$ cat config.mk
export PLATFORM = sky130hd
export DESIGN_NAME = down_counter
export DESIGN_NICKNAME = d
export VERILOG_FILES = /design/src/rtl/down_counter.sv
export SDC_FILE = /design/constraint.sdc
export NUM_CORES = 1
export LEC_CHECK = 0
export ABC_AREA = 1
export ABC_CLOCK_PERIOD_IN_PS = 5070
export CAP_MARGIN = 40
export CORE_MARGIN = 2
export CORE_UTILIZATION = 58
export CTS_BUF_LIST = sky130_fd_sc_hd__clkbuf_16
export DETAILED_ROUTE_END_ITERATION = 10
export GPL_TIMING_DRIVEN = 0
export MAX_ROUTING_LAYER = met4
export PLACE_DENSITY_LB_ADDON = 0.05
export SLEW_MARGIN = 40
export SYNTH_ARGS = -nofsm -noshare
export SYNTH_HDL_FRONTEND = slang
export SYNTH_SLANG_ARGS = --single-unit
$ cat constraint.sdc
create_clock -name clk_i -period 5.07 [get_ports clk_i]
set_clock_uncertainty 0.05 [all_clocks]
set_input_delay 0.507 -clock clk_i [delete_from_list [all_inputs] [get_ports clk_i]]
set_output_delay 0.507 -clock clk_i [all_outputs]
set_load 0.01 [all_outputs]
$ cat src/rtl/down_counter.sv
// Loadable down counter with configurable end value and step, valid/ready load handshake.
// Define DOWN_COUNTER_AUTORELOAD_EN to reload the start value on terminal count instead of stopping.
module down_counter #(
  parameter int Bits = 8
) (
  input  logic            clk_i,
  input  logic            rst_i,
  input  logic            en_i,
  input  logic            abort_i,
  input  logic            load_valid_i,
  output logic            load_ready_o,
  input  logic [Bits-1:0] start_val_i,
  input  logic [Bits-1:0] end_val_i,
  input  logic [Bits-1:0] count_by_i,
  output logic [Bits-1:0] count_o,
  output logic            busy_o,
  output logic            done_o,
  output logic            err_o
);

  typedef enum logic {
    IDLE = 1'b0,
    RUN  = 1'b1
  } state_t;

  state_t            state;
  logic [Bits-1:0]   count_q;
  logic [Bits-1:0]   start_q;
  logic [Bits-1:0]   end_q;
  logic [Bits-1:0]   step_q;
  logic              done_q;
  logic              err_q;

  // Running count only ever uses the captured copies, so the config ports are free once loaded.
  always_ff @(posedge clk_i or posedge rst_i) begin
    if (rst_i) begin
      state   <= IDLE;
      count_q <= '0;
      start_q <= '0;
      end_q   <= '0;
      step_q  <= '0;
      done_q  <= 1'b0;
      err_q   <= 1'b0;
    end else begin
      done_q <= 1'b0;
      err_q  <= 1'b0;
      case (state)
        IDLE: begin
          if (load_valid_i) begin
            if (end_val_i <= start_val_i) begin
              start_q <= start_val_i;
              end_q   <= end_val_i;
              step_q  <= (count_by_i == '0) ? Bits'(1) : count_by_i;
              count_q <= start_val_i;
              state   <= RUN;
            end else begin
              err_q <= 1'b1;
            end
          end
        end
        RUN: begin
          if (abort_i) begin
            state <= IDLE;
          end else if (en_i) begin
            if (count_q == end_q) begin
              done_q <= 1'b1;
`ifdef DOWN_COUNTER_AUTORELOAD_EN
              count_q <= start_q;
`else
              state <= IDLE;
`endif
            end else if ((count_q - end_q) >= step_q) begin
              count_q <= count_q - step_q;
            end else begin
              // Remaining distance is shorter than one step: land exactly on the end value.
              count_q <= end_q;
            end
          end
        end
        default: state <= IDLE;
      endcase
    end
  end

  assign count_o      = count_q;
  assign done_o       = done_q;
  assign err_o        = err_q;
  assign busy_o       = (state == RUN);
  assign load_ready_o = (state == IDLE);

endmodule

==> metrics.md, run 1 <==
| Metric | Value |
|---|---|
| Status | `finished, final reports clean` |
| Final setup violating endpoints | `0` |
| Critical path's largest stage delay | `around 0.40 ns` |
| Final instance count without filler cells | `443` |
| Max-cap check violation count | `0` |
| Starting DRC count in detailed routing | `75` |
| Clk slew on worst S/H paths | `~0.07 ns` |
| DIE WIDTH | `a little under 70 µm` |
| Number of diodes added for antenna fixing | `0` |
| Proportion of register bits with asynchronous set or reset after synthesis | `100%` |
| Post-placement cell area | `roughly 0.0029 mm²` |
| Register area share after synthesis | `approximately 28%` |
| Seq cells post-synth | `27` |
| Final max-slew violation count | `0` |
| P&R area growth vs syn | `22.5%` |
| Post-layout minimum cycle time | `about 3.3 ns` |
| Number of warning messages in the yosys log | `0` |
| Overall fraction of global-route tracks in use | `27.6%` |
| Clock tree from TritonCTS | `built` |
| Initial antenna violation count | `0` |
| Commonest cells in the netlist | `83 x sky130_fd_sc_hd__nand2_1, 61 x sky130_fd_sc_hd__inv_1, 53 x sky130_fd_sc_hd__nor2_1` |
| Worst supply voltage drop on vdd | `around 0.00025 V` |
| Lkg Pwr | `roughly 1.6 nW` |
| Critical Path Start Type | `register` |
| End of the worst hold path | `step_q[3]` |
| Critical register-to-register path endpoint | `count_o[5]` |
| Number of port buffers | `40` |
| Leading post-synthesis cells by cell area | `sky130_fd_sc_hd__dfrtp_1 28%, sky130_fd_sc_hd__ha_1 16%, sky130_fd_sc_hd__nand2_1 13%` |
| Number of instances in the placed design | `approximately 440` |
| Clock H-tree levels | `1` |
| Post-synth top area share | `between 20% and 30%` |
| Share of cells above drive strength 1 | `5.34%` |
| Startpoint of the most critical hold path | `step_q[3]` |
| Post-route design area | `0.00295 mm²` |
| Worst slack on hold paths | `0.447 ns` |
| Cells on worst reg2reg path | `22` |
| EDFF count, synth | `0` |
| Dpl hpwl | `roughly 4500 µm` |
| Cell row count | `23` |
| Crit path kind | `register to register` |
| Path type of the worst min-delay path | `register to register` |
| Clock Sinks | `27` |
| Global placement routability congestion | `just over 0.8` |
| Count of nets left with antenna violations after detail routing | `0` |
| Via-per-instance ratio | `5.03` |
| Max-slew headroom at the worst pin | `between 60% and 70%` |
| Wire per inst | `~13 µm` |
| Cells after Synth | `between 300 and 400` |
| Unrepaired setup endpoints after global routing | `no` |
| # nets final | `455` |
| Crit share post-route | `64.6%` |
| Worst Path Arrival | `~3.4 ns` |
| Power density over the cells | `about 650 mW/mm²` |
| Most used standard cell by instance count after synthesis | `sky130_fd_sc_hd__nand2_1` |
| Slew @ Worst Pin | `between 0.5 and 0.6 ns` |
| Area inside the core boundary | `around 0.004 mm²` |
| Endpoints failing hold | `0` |
| Net Count, Synth | `410` |
| Global-route wire length before repair | `between 9000 and 10000 µm` |
| Leading area contributor after synthesis | `sky130_fd_sc_hd__dfrtp_1` |
| Data required, critical path | `just over 5 ns` |
| Count of boundary I/O pins | `41` |
| Inserted Clock Buffers | `3` |
| Die area | `about 0.0047 mm²` |
| Leftover overflow at the end of global routing | `0` |
| Largest net degree at the start of global routing | `28` |
| Number of resized instances in the post-cts repair step | `0` |
| Synthesized area per cell | `approximately 6.9 µm²` |
| Overall routed net length | `5560 µm` |
| Drt drc | `0` |
| Clock Root Buffer | `sky130_fd_sc_hd__clkbuf_16` |
| Setup repair bufs after CTS | `0` |
| Vias after detailed routing | `approximately 2200` |
| Setup slack, reg-to-reg | `about 1.8 ns` |
| Aggregate negative setup slack | `0 ns` |
| Ordered cell list for the critical path | `inv_1 -> ha_1 -> inv_1 -> fa_1 -> nand2_1 -> inv_1 -> nand2_1 -> nand2_1 -> a21oi_1 -> nor2_1 -> nor2_1 -> xnor2_1 -> ha_1 -> nand2_1 -> a21oi_1 -> nor3_2 -> buf_2 -> nand3_1 -> nand2_1 -> nor2_1 -> nor2_1 -> nor2_1` |
| Sort of element at the end of the critical path | `register` |
| Top FF cell, synth | `sky130_fd_sc_hd__dfrtp_1` |
| Master of the slowest instance on the critical path | `sky130_fd_sc_hd__dfrtp_1` |
| Clock latency at the later pin of the worst-skew pair | `approximately 0.26 ns` |
| Vias in the first global route | `2246` |
| Hold Path Depth | `2` |
| Critical-path maximum fanout | `10` |
| Length of the first detailed-routing pass in iterations | `4` |
| Number of distinct library cells after synthesis | `32` |
| Deepest clock path buffer count | `2` |
| Post-synthesis instance area | `about 0.0024 mm²` |
| Vertical extent of the die | `68.4 µm` |
| Effective utilization at floorplan | `roughly three fifths` |
| End-of-flow core utilization | `about three quarters` |
| Startpoint of the worst-slack reg-to-reg timing path | `count_o[0]` |
| FMAX | `between 0.3 and 0.4 GHz` |
| Hold bufs inserted after CTS | `0` |
-- where the power goes --
| part | internal [mW] | leakage (nW) | switching [mW] |
|---|---|---|---|
| Sequential | 0.288 | 0.311 | 0.0684 |
| Combinational | 0.572 | 1.25 | 0.792 |
| Clock | 0.106 | 0.0423 | 0.0771 |
| Total | 0.966 | 1.61 | 0.937 |
-- critical path: cells and delay by family, from the launching register on --
| family | cells | cell delay [ns] |
|---|---|---|
| AO/OA/AOI/OAI | 2 | 0.20 |
| flip-flops | 1 | 0.40 |
| XOR/XNOR | 1 | 0.13 |
| adder cells (fa/ha/maj) | 3 | 0.82 |
| buffers and inverters | 4 | 0.49 |
| AND/OR/NAND/NOR | 12 | 1.09 |
-- stage by stage --
stage,setup WS [ns],total power [mW]
after global placement,1.95,1.66
after floorplan,2.21,1.36
after CTS,1.82,1.90
final,1.79,1.90
after global routing,1.52,2.13
after detailed placement,1.87,1.70
-- flip-flops by register name, indices dropped and copies added, names as in the netlist --
| name | flops |
|---|---|
| err_o | 1 |
| done_o | 1 |
| step_q | 8 |
| count_o | 8 |
| end_q | 8 |
| busy_o | 1 |
-- worst max path at each step --
stage	depth (start not counted)	slack [ns]	to	from
global route	22	1.52	count_o[5]	count_o[0]
CTS	22	1.82	count_o[5]	count_o[0]
floorplan	22	2.21	count_o[4]	count_o[0]
detailed placement	22	1.87	count_o[5]	count_o[0]
global placement	22	1.95	count_o[5]	count_o[0]
finish	22	1.79	count_o[5]	count_o[0]
-- area by class of cell --
class                   count  area [µm²]
fillers                   345        1050
well taps                  50        62.6
clock buffers               3        75.1
multi-input cells         252        1440
clock inverters             1        3.75
inverters                  63         239
repair buffers             40         400
flip-flops and latches     27         676
plain buffers               7        50.0
-- layout by cell type, fill, tap and decap left out, types with 3 or more instances in the layout --
cell / instances
sky130_fd_sc_hd__clkbuf_16: 3
sky130_fd_sc_hd__nand3_1: 21
sky130_fd_sc_hd__nand4_1: 4
sky130_fd_sc_hd__buf_2: 5
sky130_fd_sc_hd__ha_1: 30
sky130_fd_sc_hd__xnor2_1: 4
sky130_fd_sc_hd__o21ai_0: 7
sky130_fd_sc_hd__inv_1: 61
sky130_fd_sc_hd__a21oi_1: 25
sky130_fd_sc_hd__xor2_1: 6
sky130_fd_sc_hd__clkdlybuf4s50_1: 40
sky130_fd_sc_hd__nand2_1: 83
sky130_fd_sc_hd__nor2_1: 53
sky130_fd_sc_hd__dfrtp_1: 27
-- routing by layer --
metal / part of all wire, % / track usage, % / vias to the layer above
li1: - / - / 1180
met1: 45 / 32.6 / 994
met2: 50 / 49.6 / 49
met3: 4.4 / 2.47 / 4
met4: 0.77 / 8.00 / 0
met5: 0 / - / -
-- cells by family (layout without fill, tap and decap cells) --
logic type	count (synthesis)	in the layout	synth area share, %
buffers and inverters	70	114	12.0
XOR/XNOR	10	10	3.64
AO/OA/AOI/OAI	38	38	8.64
AND/OR/NAND/NOR	172	172	30.3
adder cells (fa/ha/maj)	32	32	17.3
flip-flops	27	27	28.1
No activity file was read; power rests on OpenSTA's default activity.
==> run 2, diff against run 1 <==
--- a/config.mk
+++ b/config.mk
@@ -6,10 +6,10 @@
 export NUM_CORES = 1
 export LEC_CHECK = 0
 export ABC_AREA = 1
-export ABC_CLOCK_PERIOD_IN_PS = 5070
+export ABC_CLOCK_PERIOD_IN_PS = 3000
 export CAP_MARGIN = 40
 export CORE_MARGIN = 2
-export CORE_UTILIZATION = 58
+export CORE_UTILIZATION = 49
 export CTS_BUF_LIST = sky130_fd_sc_hd__clkbuf_16
 export DETAILED_ROUTE_END_ITERATION = 10
 export GPL_TIMING_DRIVEN = 0
==> constraint.sdc (replaced) <==
create_clock -name clk_i -period 3 [get_ports clk_i]
set_clock_uncertainty 0.05 [all_clocks]
set_input_delay 0.3 -clock clk_i [delete_from_list [all_inputs] [get_ports clk_i]]
set_output_delay 0.3 -clock clk_i [all_outputs]
set_load 0.01 [all_outputs]
==> metrics.md, run 2 (synthesis gave the netlist of run 1 again) <==
| Metric | Value |
|---|---|
| Clk slew on worst S/H paths | `0.07 ns (about the same)` |
| Cells on worst reg2reg path | `23 (+4.5%)` |
| Vias in the first global route | `2285 (+1.7%)` |
| Ordered cell list for the critical path | `inv_2 -> ha_4 -> inv_4 -> fa_2 -> nand2_2 -> inv_2 -> nand2_2 -> nand2_2 -> a21oi_2 -> nor2_1 -> nor2_1 -> xnor2_1 -> ha_1 -> nand2_2 -> a21oi_2 -> nor3_2 -> buf_4 -> buf_6 -> nand3_1 -> nand2_1 -> nor2_2 -> nor2_1 -> nor2_1` |
| Worst supply voltage drop on vdd | `0.000489 V (+98%)` |
| Length of the first detailed-routing pass in iterations | `4 (unchanged)` |
| Count of boundary I/O pins | `41 (unchanged)` |
| Vertical extent of the die | `74.1 µm (+8.3%)` |
| Dpl hpwl | `4620 µm (+2.4%)` |
| Vias after detailed routing | `2316 (+4.0%)` |
| Sort of element at the end of the critical path | `register` |
| Clock Sinks | `27 (unchanged)` |
| Data required, critical path | `3.11 ns (-2.07 ns)` |
| Max-slew headroom at the worst pin | `60.7% (-1.9 points)` |
| Setup slack of the critical path after layout | `-0.00266 ns (-1.80 ns)` |
| Post-route design area | `0.00312 mm² (+5.9%)` |
| Largest net degree at the start of global routing | `28 (unchanged)` |
| Power density over the cells | `1210 mW/mm² (+87%)` |
| Max-cap check violation count | `0 (unchanged)` |
| Via-per-instance ratio | `4.93 (-2.0%)` |
| Overall routed net length | `6020 µm (+8.4%)` |
| Worst setup startpoint | `count_o[0]` |
| End-of-flow core utilization | `66.1% (-7.6 points)` |
| Setup slack, reg-to-reg | `-0.003 ns (-1.80 ns)` |
| FMAX | `0.333 GHz (+9.1%)` |
| Startpoint of the worst-slack reg-to-reg timing path | `count_o[0]` |
| Number of diodes added for antenna fixing | `0 (unchanged)` |
| Crit path kind | `register to register` |
| Commonest non-fill, non-tap cell in the layout | `sky130_fd_sc_hd__nand2_1` |
| Leftover overflow at the end of global routing | `0 (unchanged)` |
| Global-route wire length before repair | `10000 µm (+6.0%)` |
| Clock Root Buffer | `sky130_fd_sc_hd__clkbuf_16` |
| Worst Path Arrival | `3.11 ns (-0.27 ns)` |
| Overall fraction of global-route tracks in use | `24.4% (-3.2 points)` |
| Global placement routability congestion | `0.846 (+3.6%)` |
| Unrepaired setup endpoints after global routing | `yes` |
| Destination of the critical timing path | `count_o[5]` |
| Path type of the worst min-delay path | `input pin to async pin` |
| Wire per inst | `12.8 µm (+2.2%)` |
| Cell row count | `25 (+8.7%)` |
| Cell family with most CP delay | `simple AND/OR/NAND/NOR gates` |
| Share of cells above drive strength 1 | `12.7% (+7.3 points)` |
| Post-placement cell area | `0.00289 mm² (+0.74%)` |
| Deepest clock path buffer count | `2 (unchanged)` |
| Inserted Clock Buffers | `3 (unchanged)` |
| Status | `finished with violations` |
| Die area | `0.00548 mm² (+17%)` |
| Stages on worst setup path | `23 (+4.5%)` |
| Endpoints failing hold | `0 (unchanged)` |
| Clock tree from TritonCTS | `built` |
| Lkg Pwr | `1.66 nW (+3.5%)` |
| Critical register-to-register path endpoint | `count_o[5]` |
| Count of nets left with antenna violations after detail routing | `0 (unchanged)` |
| Count of buffer and inverter cells on the critical path | `5 (+1)` |
| Starting DRC count in detailed routing | `92 (+23%)` |
| P&R area growth vs syn | `29.8%` |
| Slew @ Worst Pin | `0.589 ns (+0.0284 ns)` |
| Critical-path maximum fanout | `5 (-5)` |
| Final max-slew violation count | `0 (unchanged)` |
| Critical Path Start Type | `register` |
| Initial antenna violation count | `0 (unchanged)` |
| Crit share post-route | `100% (+35 points)` |
| Clock H-tree levels | `1 (unchanged)` |
| Area inside the core boundary | `0.00472 mm² (+18%)` |
| Clock latency at the later pin of the worst-skew pair | `0.26 ns (about the same)` |
| Drt drc | `0 (unchanged)` |
| Master of the slowest instance on the critical path | `sky130_fd_sc_hd__dfrtp_1` |
| Number of filler cells placed in the layout | `431 (+25%)` |
| Failing checks | `negative setup slack` |
| Number of port buffers | `40 (unchanged)` |
| # nets final | `465 (+2.2%)` |
| Final setup violating endpoints | `1 (+1)` |
| Effective utilization at floorplan | `50.9% (-9.2 points)` |
| Most frequent cells in the layout | `77 x sky130_fd_sc_hd__nand2_1, 58 x sky130_fd_sc_hd__inv_1, 51 x sky130_fd_sc_hd__nor2_1` |
| DIE WIDTH | `74.1 µm (+8.3%)` |
| Post-layout minimum cycle time | `3.00 ns (-0.274 ns)` |
| Critical path's largest stage delay | `0.39 ns (about the same)` |
==> run 2: cell count changes in the layout (fill, tap and decap cells not counted), moves of 3 or more <==
cell / delta
sky130_fd_sc_hd__a21oi_1: -3
sky130_fd_sc_hd__a21oi_2: +3
sky130_fd_sc_hd__buf_4: +10
sky130_fd_sc_hd__inv_1: -3
sky130_fd_sc_hd__nand2_1: -6
sky130_fd_sc_hd__nand2_2: +6
==> run 2: layout make-up <==
cell class	count	area [µm²]	area share (%)
repair buffers	50	479	15.4
flip-flops and latches	27	676	21.6
clock buffers	3	75.1	2.40
plain buffers	7	58.8	1.88
multi-input cells	252	1500	48.2
clock inverters	1	3.75	0.120
well taps	67	83.8	2.69
inverters	63	241	7.74
==> run 2: worst min-delay path by stage <==
| stage | start | endpoint | slack [ns] | cells after the start |
|---|---|---|---|---|
| after floorplan | rst_i | busy_o | 0.30 | 1 |
| after CTS | rst_i | end_q[0] | 0.39 | 2 |
| after detailed placement | step_q[3] | step_q[3] | 0.45 | 2 |
| after global placement | step_q[3] | step_q[3] | 0.43 | 2 |
| after global routing | rst_i | end_q[0] | 0.43 | 2 |
| final | rst_i | end_q[0] | 0.37 | 2 |
==> run 2: what timing repair did <==
action | CTS | global route
buffers inserted | 4 | 5
pin swaps | 6 | 18
hold buffers | 0 | 0
resized for setup | 14 | 15
endpoints found under the setup margin | 8 | 8
cloned | 1 | 0
==> run 2: power breakdown <==
part / internal [mW] / switching, mW
sequential: 0.487 / 0.117
combinational: 1.28 / 1.58
clock: 0.179 / 0.127
==> run 2: through the flow <==
| stage | setup slack, ns | power, mW | hold WS, ns | cells | TNS, ns |
|---|---|---|---|---|---|
| 4_1_cts | 0.000641 | 3.48 | 0.389 | 465 | 0 |
| 2_1_floorplan | 0.142 | 2.31 | 0.303 | 349 | 0 |
| 5_1_grt | -0.208 | 4.15 | 0.429 | 470 | -1.28 |
| 3_3_place_gp | -0.133 | 2.82 | 0.427 | 456 | -0.633 |
| 6_report | -0.00266 | 3.76 | 0.370 | 470 | -0.00266 |
| 3_5_place_dp | -0.170 | 2.89 | 0.447 | 456 | -0.885 |
==> run 2: routing by layer <==
metal  vias to the layer above  global-route usage, %  wire [µm]
li1                       1199                      -          -
met1                      1061                   28.8       2720
met2                        48                   44.0       3040
met3                         8                   2.85        171
met4                         0                   6.26         92
met5                         -                      -          0
==> run 3, diff against run 2 <==
--- a/config.mk
+++ b/config.mk
@@ -15,7 +15,7 @@
 export GPL_TIMING_DRIVEN = 0
 export MAX_ROUTING_LAYER = met4
 export PLACE_DENSITY_LB_ADDON = 0.05
-export SLEW_MARGIN = 40
+export SLEW_MARGIN = 20
 export SYNTH_ARGS = -nofsm -noshare
 export SYNTH_HDL_FRONTEND = slang
 export SYNTH_SLANG_ARGS = --single-unit
==> metrics.md, run 3 (synthesis gave the netlist of run 1 again) <==
| Metric | Value |
|---|---|
| Sort of element at the end of the critical path | `register` |
| Worst Path Arrival | `3.11 ns (about the same)` |
| Inserted Clock Buffers | `3 (unchanged)` |
| Aggregate negative setup slack | `0 ns (+0.00266 ns)` |
| Setup slack of the critical path after layout | `0.00517 ns (+0.00783 ns)` |
| Cell type with the highest occurrence count on the critical path | `sky130_fd_sc_hd__nand2_2` |
| Most frequent cells in the layout | `75 x sky130_fd_sc_hd__nand2_1, 59 x sky130_fd_sc_hd__inv_1, 50 x sky130_fd_sc_hd__nor2_1` |
| Cells on worst reg2reg path | `23 (unchanged)` |
| Endpoints failing hold | `0 (unchanged)` |
| Unrepaired setup endpoints after global routing | `yes` |
| Initial antenna violation count | `0 (unchanged)` |
| DIE WIDTH | `74.1 µm (unchanged)` |
| Crit share post-route | `99.8% (-0.26 points)` |
| P&R area growth vs syn | `30.9%` |
| Post-layout minimum cycle time | `2.99 ns (-0.00783 ns)` |
| Status | `finished, final reports clean` |
| # nets final | `464 (-0.22%)` |
| Starting DRC count in detailed routing | `72 (-22%)` |
| Number of filler cells placed in the layout | `432 (+0.23%)` |
| Vertical extent of the die | `74.1 µm (unchanged)` |
| Dpl hpwl | `4740 µm (+2.6%)` |
| Max-cap check violation count | `0 (unchanged)` |
| Cell row count | `25 (unchanged)` |
| Max-slew headroom at the worst pin | `60.5% (-0.21 points)` |
| Drt drc | `0 (unchanged)` |
| Clock Sinks | `27 (unchanged)` |
| Setup slack at placement | `-0.248 ns (-0.0777 ns)` |
| Leftover overflow at the end of global routing | `0 (unchanged)` |
| Vias after detailed routing | `2357 (+1.8%)` |
| Clk slew on worst S/H paths | `0.07 ns (about the same)` |
| Clock latency at the later pin of the worst-skew pair | `0.27 ns (about the same)` |
| Area inside the core boundary | `0.00472 mm² (unchanged)` |
| Commonest non-fill, non-tap cell in the layout | `sky130_fd_sc_hd__nand2_1` |
| Vias in the first global route | `2290 (+0.22%)` |
| Slew @ Worst Pin | `0.592 ns (+0.00335 ns)` |
| Count of boundary I/O pins | `41 (unchanged)` |
| Clock Root Buffer | `sky130_fd_sc_hd__clkbuf_16` |
| Master of the slowest instance on the critical path | `sky130_fd_sc_hd__dfrtp_1` |
| Count of buffer and inverter cells on the critical path | `5 (unchanged)` |
| Critical Path Start Type | `register` |
| Number of port buffers | `40 (unchanged)` |
| Largest net degree at the start of global routing | `17 (-39%)` |
| Overall routed net length | `5990 µm (-0.61%)` |
| Wire per inst | `12.8 µm (-0.40%)` |
| Global-route wire length before repair | `9900 µm (-1.2%)` |
| Number of diodes added for antenna fixing | `0 (unchanged)` |
| Total chip power | `3.76 mW (-0.11%)` |
| Overall fraction of global-route tracks in use | `24.2% (-0.20 points)` |
| Data required, critical path | `3.11 ns (about the same)` |
| Worst slack on hold paths | `0.346 ns (-0.0243 ns)` |
| Power density over the cells | `1190 mW/mm² (-0.90%)` |
| Hold bufs inserted after CTS | `0 (unchanged)` |
| Deepest clock path buffer count | `2 (unchanged)` |
| Cell family with most CP delay | `simple AND/OR/NAND/NOR gates` |
| Final setup violating endpoints | `0 (-1)` |
| Global placement routability congestion | `0.846 (unchanged)` |
| Length of the first detailed-routing pass in iterations | `4 (unchanged)` |
| Final max-slew violation count | `0 (unchanged)` |
| Crit path kind | `register to register` |
| Clock tree from TritonCTS | `built` |
| Path type of the worst min-delay path | `input pin to async pin` |
| Ordered cell list for the critical path | `inv_2 -> ha_4 -> inv_4 -> fa_2 -> nand2_2 -> inv_2 -> nand2_2 -> nand2_2 -> a21oi_2 -> nor2_1 -> nor2_1 -> xnor2_1 -> ha_1 -> nand2_2 -> a21oi_2 -> nor3_2 -> buf_4 -> buf_6 -> nand3_2 -> nand2_2 -> nor2_2 -> nor2_1 -> nor2_1` |
| Count of nets left with antenna violations after detail routing | `0 (unchanged)` |
| Effective utilization at floorplan | `50.9% (unchanged)` |
| Worst supply voltage drop on vdd | `0.000471 V (-3.7%)` |
| Die area | `0.00548 mm² (unchanged)` |
| Critical-path maximum fanout | `5 (unchanged)` |
| Stages on worst setup path | `23 (unchanged)` |
| FMAX | `0.334 GHz (+0.26%)` |
| Via-per-instance ratio | `5.03 (+2.0%)` |
| Share of cells above drive strength 1 | `13.2% (+0.53 points)` |
| Lkg Pwr | `1.67 nW (+0.57%)` |
| Critical path's largest stage delay | `0.40 ns (about the same)` |
| Clock H-tree levels | `1 (unchanged)` |
run 3: changes by cell type in the layout (fill, tap and decap cells not counted), sizes merged:
cell  previous run  this run
buf             16        15
run 3: final cells by class:
| type | count | area (µm²) | area share [%] |
|---|---|---|---|
| inverters | 63 | 241 | 7.67 |
| multi-input cells | 252 | 1520 | 48.2 |
| plain buffers | 7 | 58.8 | 1.87 |
| repair buffers | 49 | 492 | 15.6 |
| flip-flops and latches | 27 | 676 | 21.5 |
| clock inverters | 1 | 3.75 | 0.119 |
| clock buffers | 3 | 75.1 | 2.39 |
| well taps | 67 | 83.8 | 2.66 |
run 3: repair_timing:
item                                    4_1_cts  5_1_grt
buffers inserted                              5        2
endpoints found under the setup margin        8        8
pin swaps                                    11       19
gates resized for setup                      13       20
gates cloned                                  1        0
run 3: metal layers:
metal / vias to the layer above / GRT usage, % / routed length [µm]
met3: 12 / 2.17 / 184
met2: 51 / 43.9 / 3080
met4: 0 / 8.08 / 119
li1: 1204 / - / -
met5: - / - / 0
met1: 1090 / 27.9 / 2600
run 3: worst register-to-register path, delay by kind of cell (launching register included):
family / cells / cell delay [ns]
simple gates: 12 / 0.91
fa+ha+maj: 3 / 0.75
buf+inv: 5 / 0.46
flops: 1 / 0.40
compound gates: 2 / 0.16
xor+xnor: 1 / 0.15
run 3: power by group:
group | total, mW | internal (mW) | switching (mW)
logic | 2.84 | 1.27 | 1.57
clock network | 0.310 | 0.179 | 0.131
registers | 0.607 | 0.487 | 0.120
run 3: path summary, 6_finish.rpt:
check | start | endpoint | slack (ns)
max | count_o[0] | count_o[2] | 0.005
min | rst_i | count_o[0] | 0.35
max reg2reg | count_o[0] | count_o[2] | 0.005
min reg2reg | step_q[3] | step_q[3] | 0.45
max in group asynchronous | rst_i | count_o[6] | 2.07
min in group clk_i | step_q[3] | step_q[3] | 0.45
run 3: through the flow:
stage	cells	util [%]	area [µm²]
5_1_grt	469	66.6	3150
6_report	469	66.6	3150
3_3_place_gp	456	61.2	2890
4_1_cts	467	65.1	3080
2_1_floorplan	349	-	2400
3_5_place_dp	457	61.7	2920
